**src/rtl/shift_sequencer.sv**
```systemverilog
// Multi-step shift controller: drives an external 1-bit shifter once per cycle for up to 15 steps.
// Optional carry-out of the final step is enabled with `define SHIFT_CARRY_EN.
module shift_sequencer #(
  parameter int WIDTH = 16,
  parameter int CNT_W = 4
) (
  input  logic             clk,
  input  logic             reset,
  input  logic             start,
  input  logic [4:0]       op,
  input  logic [CNT_W-1:0] amount,
  input  logic [WIDTH-1:0] data_in,
  output logic             busy,
  output logic             done,
  output logic [WIDTH-1:0] result,
  output logic [WIDTH-1:0] sh_a,
  output logic [4:0]       sh_op,
  output logic             sh_enable,
  input  logic [WIDTH-1:0] sh_out
`ifdef SHIFT_CARRY_EN
  ,
  output logic             carry
`endif
);

  typedef enum logic [1:0] {
    S_IDLE  = 2'd0,
    S_SHIFT = 2'd1,
    S_DONE  = 2'd2
  } state_t;

  typedef enum logic [4:0] {
    OP_ROR = 5'b10000,
    OP_ROL = 5'b10001,
    OP_LSR = 5'b10010,
    OP_LSL = 5'b10011,
    OP_ASR = 5'b10100,
    OP_ASL = 5'b10101
  } shop_t;

  state_t           state_q, state_d;
  logic [WIDTH-1:0] acc_q, acc_d;
  logic [CNT_W-1:0] cnt_q, cnt_d;
  logic [4:0]       op_q, op_d;
  logic [WIDTH-1:0] result_q, result_d;
  logic             accept;
  logic             op_valid;
`ifdef SHIFT_CARRY_EN
  logic             carry_q, carry_d;
  logic             shift_right;
`endif

  always_ff @(posedge clk) begin
    if (reset) begin
      state_q  <= S_IDLE;
      acc_q    <= '0;
      cnt_q    <= '0;
      op_q     <= '0;
      result_q <= '0;
`ifdef SHIFT_CARRY_EN
      carry_q  <= 1'b0;
`endif
    end else begin
      state_q  <= state_d;
      acc_q    <= acc_d;
      cnt_q    <= cnt_d;
      op_q     <= op_d;
      result_q <= result_d;
`ifdef SHIFT_CARRY_EN
      carry_q  <= carry_d;
`endif
    end
  end

  always_comb begin
    state_d  = state_q;
    acc_d    = acc_q;
    cnt_d    = cnt_q;
    op_d     = op_q;
    result_d = result_q;
`ifdef SHIFT_CARRY_EN
    carry_d     = carry_q;
    shift_right = (op_q == OP_ROR) || (op_q == OP_LSR) || (op_q == OP_ASR);
`endif
    op_valid = (op >= OP_ROR) && (op <= OP_ASL);
    accept   = start && (state_q != S_SHIFT);

    case (state_q)
      S_SHIFT: begin
        acc_d = sh_out;
        if (cnt_q != '0) cnt_d = cnt_q - CNT_W'(1);
        // cnt==0 cannot occur here; treating it as final guarantees exit from SHIFT
        if (cnt_q <= CNT_W'(1)) begin
          result_d = sh_out;
`ifdef SHIFT_CARRY_EN
          carry_d  = shift_right ? acc_q[0] : acc_q[WIDTH-1];
`endif
          state_d  = S_DONE;
        end
      end
      S_DONE:  state_d = S_IDLE;
      default: state_d = S_IDLE;
    endcase

    if (accept) begin
      op_d  = op;
      acc_d = data_in;
      cnt_d = amount;
      if ((amount != '0) && op_valid) begin
        state_d = S_SHIFT;
      end else begin
        state_d  = S_DONE;
        result_d = data_in;
`ifdef SHIFT_CARRY_EN
        carry_d  = 1'b0;
`endif
      end
    end
  end

  assign busy      = (state_q == S_SHIFT);
  assign done      = (state_q == S_DONE);
  assign sh_enable = (state_q == S_SHIFT);
  assign sh_a      = acc_q;
  assign sh_op     = op_q;
  assign result    = result_q;
`ifdef SHIFT_CARRY_EN
  assign carry     = carry_q;
`endif

endmodule

```
**config.mk**
```make
export PLATFORM = sky130hd
export DESIGN_NAME = shift_sequencer
export DESIGN_NICKNAME = d
export VERILOG_FILES = /design/src/rtl/shift_sequencer.sv
export SDC_FILE = /design/constraint.sdc
export NUM_CORES = 1
export LEC_CHECK = 0
export BUFFER_PORTS_ARGS = -buffer_cell sky130_fd_sc_hd__buf_4
export CORE_MARGIN = 5
export CORE_UTILIZATION = 51
export DETAILED_ROUTE_END_ITERATION = 8
export PLACE_DENSITY_LB_ADDON = 0.05
export SLEW_MARGIN = 15
export SYNTH_ARGS = -nofsm -noshare
export SYNTH_HDL_FRONTEND = slang
export SYNTH_SLANG_ARGS = --single-unit
```
**constraint.sdc**
```tcl
create_clock -name clk -period 3.3 [get_ports clk]
set_input_delay 0.495 -clock clk [delete_from_list [all_inputs] [get_ports clk]]
set_output_delay 0.495 -clock clk [all_outputs]
set_load 0.01 [all_outputs]
```
Yosys cells after proc, flatten, opt, wreduce, memory -nomap -nowiden
Cells that the tools add are included.
{ "classes": {"n_addsub": 1, "mul": 0, "n_div": 0, "magnitude_cmp": 3, "n_eq_ne": 4, "n_shift": 0, "n_mux": 13, "n_bitwise": 0, "reduce_logical": 8} }
{ "ops": {"columns": ["op", "n"], "rows": [
  ["two-way mux 16 bit", 6],
  ["two-way mux 4 bit", 3],
  ["two-way mux 2 bit", 4],
  ["nonzero test 4 bit", 2],
  [">= comparator 5 bit (second input constant)", 1],
  ["less-or-equal comparator 5 bit (second input constant)", 1],
  ["less-or-equal comparator 4 x 1 -> 1 bit (second input constant)", 1],
  ["nonzero test 2 bit", 2],
  ["subtractor 4 x 1 -> 4 bit (second input constant)", 1],
  ["logical AND 1 bit", 3],
  ["!= test 3 x 1 -> 1 bit (second input constant)", 1],
  ["equality test 2 x 1 -> 1 bit (second input constant)", 1],
  ["equality test 2 bit (second input constant)", 1],
  ["!= test 2 x 1 -> 1 bit (second input constant)", 1],
  ["AND reduction 2 bit", 1]
]} }
{ "word_totals": {"ff_bits": 43, "latch_bits": 0, "ramBits": 0, "rom_bits": 0, "inputBits": 44, "mem_count": 0} }

Logic depth before layout (Yosys ltp)
{ "depth": {"ltp_word": 5, "ltp_mapped": 8} }

Least setup slack after synthesis
OpenSTA, ideal clock, no wires.
{ "synth_timing": {"kind": "input to register", "from": "input op[2]", "to": "register result_q[10] (netlist: result[10])", "setup_time_ns": 0.147, "t_arrival_ns": 1.469, "slack_ns": 1.684, "stages": 4, "cell_sequence": "and2_1 o311ai_4 clkbuf_1 a311oi_2"} }
{ "synth_between": {"elab_chain_len": 5} }
{ "synth_rtl": {"columns": ["item", "line", "rtl"], "rows": [
  ["start: declaration", "10", "input logic [4:0] op,"],
  [">= comparator 5 bit or less-or-equal comparator 5 bit (tied branches)", "85", "op_valid = (op >= OP_ROR) && (op <= OP_ASL);"],
  ["logical AND 1 bit *", "85", null],
  ["logical AND 1 bit *", "109", "if ((amount != '0) && op_valid) begin"],
  ["two-way mux 16 bit *", "109", null],
  ["two-way mux 16 bit *", "105", "if (accept) begin"],
  ["end signal: assignment", "68", "result_q <= result_d;"],
  ["end: declaration", "45", "logic [WIDTH-1:0] result_q, result_d;"]
]} }
Every way passes the cells marked *; elsewhere a longest branch is shown, timed or not.
A chain may end at the register's enable or synchronous reset.

Worst setup path in the final report
{ "layout_timing": {"from": "register cnt_q[0]", "to": "register result_q[0] (netlist: result[0])"} }
{ "layout_between": {"elab_chain_len": 5} }
{ "layout_rtl": {"columns": ["item", "line", "rtl"], "rows": [
  ["start: declaration", "43", "logic [CNT_W-1:0] cnt_q, cnt_d;"],
  ["start signal: assignment", "66", "cnt_q <= cnt_d;"],
  ["less-or-equal comparator 4 x 1 -> 1 bit *", "93", "if (cnt_q <= CNT_W'(1)) begin"],
  ["two-way mux 16 bit *", "93", null],
  ["two-way mux 16 bit *", "88", "case (state_q)"],
  ["two-way mux 16 bit", "109", null],
  ["two-way mux 16 bit *", "105", null]
]} }
Marked as above.

==> impl_metrics.toml <==
[critical_path]
timing.rr.start = "cnt_q[0]"
rrSetupSlack_ps = 1200
worst-path-max-fanout = 17
r2r_end = "result[0]"
slowest_stage = "or3_1"
r2r_cells = 6
worstSetupEndpointType = "flop"
slowest_delay_ps = 560
worstPathRequired_ps = 3490
start_kind = "flop"
critical_path.top_delay_family = "simple AND/OR/NAND/NOR gates"
crit_arrival_ps = 2290
crit_cells = 6
setup.worst_path.start = "cnt_q[0]"
path_buf_inv = 1
critPathKind = "reg -> reg"
crit_chain = "inv_1 > ha_1 > nor2_1 > or3_1 > nand2_1 > a311oi_1"

[layout]
n_antenna_cell = 0
fin_nets = 350
drive_gt1_frac = 0.338
area_growth_syn_to_layout_pct = 32.2
mostFrequentLayoutCells = "buf_4, dfxtp_1, nand2_1"
final_common_cell = "buf_4"
n_fill_cell = 352

[power]
internal_power_uw = 838
p_comb_frac = 0.220
swShare = 0.276
p_seq_frac = 0.506
p_sw_uw = 319
peakVddDrop_v = 0.000230
clkPwrFrac = 0.275
power_density_nw_per_um2 = 429
power.static_leakage_uw = 0.00119

[hold_path]
hold-path-endpoint = "sh_op[0]"
hold_class = "in -> reg"
min_path_cells = 3
hold_start = "op[0]"

[yosys]
synth_warnings = 0
synth.net_count = 279
ys_ff_latch = 43
netlist_instances = 233
synth.yosys.seq_area_share = 0.422
syn_area_sq_um = 2040
synth_cell_types = 38
avgSynthCellArea_sq_um = 8.76

[route]
wirelength_um = 5410
drt_iter0_drc = 118
wl_per_cell_um = 15.2
vias_per_cell = 5.40
postRouteAntennaNets = 0
firstDrtPassIters = 4
vias = 1917
drc = 0

[placed_design]
port_buffers = 83
place.gp.congestion = 0.765
pre_cts_slack_ps = 1230
dp_hpwl_um = 3910

[die]
die_area_sq_um = 5370
ios = 84
die_x_um = 73.3
start_util = 0.518
die_h_um = 73.3
core-area_sq_um = 3940
num_rows = 23

[sta]
drv_slew = 0
hold_viol = 0
tightest_slew_ps = 679
clock_skew_ps = 2.82
period_minus_slack_ps = 2100
fin_crit_sh = 0.638
rsz0062_at_grt = "no"
setup_viol = 0
fmax_ghz = 0.475
worst_slack_ps = 1200
slew_headroom = 0.546
finalSetupTns_ps = 0

[clock_network]
holdBufCountCts = 0
clk_pin_slew_ps = 80
post-cts-setup-buffers = 0
cts-root-buf = "clkbuf_8"
tritoncts = "yes"
cts_made_buffers = 5
clkLatencyLatePin_ps = 290
cts.sinks = 43
cts_buffer_depth = 2
htree_levels = 2
post_cts_resized = 0

[global_route]
grt_first_pass_wirelength_um = 8670
grt_pass1_vias = 1854
antenna_found_initial = 0
grt_max_degree = 44
track_usage = 0.206
grt_overflow = 0

[job]
maxCapViolCount = 0

[outcome]
status = "complete, no violations"
state kept, by name, summed over array words and instances (netlist names):
register / count
cnt_q: 4
sh_a: 16
state_q: 2
result: 16
sh_op: 5
synthesized netlist by cell type:
| master | n | area (sq um) |
|---|---|---|
| a2111oi_0 | 1 | 8.76 |
| a211oi_1 | 19 | 143 |
| a21oi_1 | 9 | 45.0 |
| a21oi_2 | 1 | 8.76 |
| a221oi_1 | 1 | 8.76 |
| a311oi_1 | 13 | 114 |
| a311oi_2 | 3 | 45.0 |
| a32oi_1 | 1 | 8.76 |
| and2_1 | 2 | 12.5 |
| and3_1 | 1 | 6.26 |
| buf_1 | 1 | 3.75 |
| buf_2 | 6 | 30.0 |
| buf_4 | 2 | 15.0 |
| buf_6 | 3 | 33.8 |
| buf_8 | 1 | 15.0 |
| clkbuf_1 | 8 | 30.0 |
| dfxtp_1 | 43 | 861 |
| ha_1 | 2 | 25.0 |
| inv_1 | 3 | 11.3 |
| mux2i_1 | 16 | 160 |
| nand2_1 | 42 | 158 |
| nand2_2 | 1 | 6.26 |
| nand2b_1 | 1 | 6.26 |
| nand2b_4 | 1 | 13.8 |
| nand3_1 | 1 | 5.00 |
| nand3b_1 | 1 | 7.51 |
| nor2_1 | 38 | 143 |
| nor2b_1 | 1 | 6.26 |
| nor3_4 | 1 | 16.3 |
| nor4_2 | 1 | 12.5 |
| o21ai_0 | 2 | 10.0 |
| o21bai_1 | 1 | 7.51 |
| o22ai_1 | 1 | 6.26 |
| o311ai_4 | 1 | 26.3 |
| or2_4 | 1 | 8.76 |
| or3_1 | 1 | 6.26 |
| or4_1 | 1 | 7.51 |
| or4_2 | 1 | 8.76 |
worst max path at each step:
stage | endpoint | slack (ps)
after floorplan | result[10] | 1680
after global placement | result[14] | 1270
after detailed placement | result[11] | 1230
after CTS | result[0] | 1200
after global routing | result[7] | 980
final | result[0] | 1200
area by class of cell:
class                   instances  area [sq um]  area share
multi-input cells             166          1040       0.387
repair buffers                 85           638       0.237
clock inverters                 1          5.00     0.00186
well taps                      50          62.6      0.0232
clock buffers                   7          76.3      0.0283
flip-flops and latches         43           861       0.319
inverters                       3          11.3     0.00417
per-layer routing:
layer / global-route usage / vias up / share of wire
met2: 0.333 / 62 / 0.48
met4: 0.0471 / 0 / 0.0065
met3: 0.0739 / 4 / 0.093
met1: 0.263 / 882 / 0.42
met5: 0 / - / 0
li1: - / 969 / -
worst register-to-register path, cell delays in order (launching register included):
cell      delay [ps]
dfxtp_1          430
inv_1             70
ha_1             270
nor2_1           280
or3_1            570
nand2_1          110
a311oi_1         290
through the flow:
| stage | util | area, sq um | hold slack, ps | power, uW | cells |
|---|---|---|---|---|---|
| floorplan | - | 2040 | 474 | 727 | 233 |
| global placement | 0.664 | 2620 | 453 | 849 | 347 |
| detailed placement | 0.664 | 2620 | 453 | 852 | 347 |
| CTS | 0.684 | 2700 | 443 | 1170 | 355 |
| global route | 0.684 | 2700 | 450 | 1220 | 355 |
| finish | 0.684 | 2700 | 448 | 1160 | 355 |
power groups by stage:
stage | Combinational (uW) | Sequential (uW) | Clock, uW
floorplan | 117 | 610 | 0
global placement | 253 | 596 | 0
detailed placement | 256 | 597 | 0
CTS | 257 | 585 | 325
global route | 278 | 591 | 353
finish | 254 | 585 | 318
kinds of logic (layout without fill, tap and decap cells):
logic type               count (synthesis)  after routing  synth area share
AND/OR/NAND/NOR                         95             95             0.208
AO/OA/AOI/OAI                           53             53             0.212
flip-flops                              43             43             0.422
buffers and inverters                   24             96            0.0680
multiplexers                            16             16            0.0785
adder cells (fa/ha/maj)                  2              2            0.0123
(Power assumes the default switching activity.)
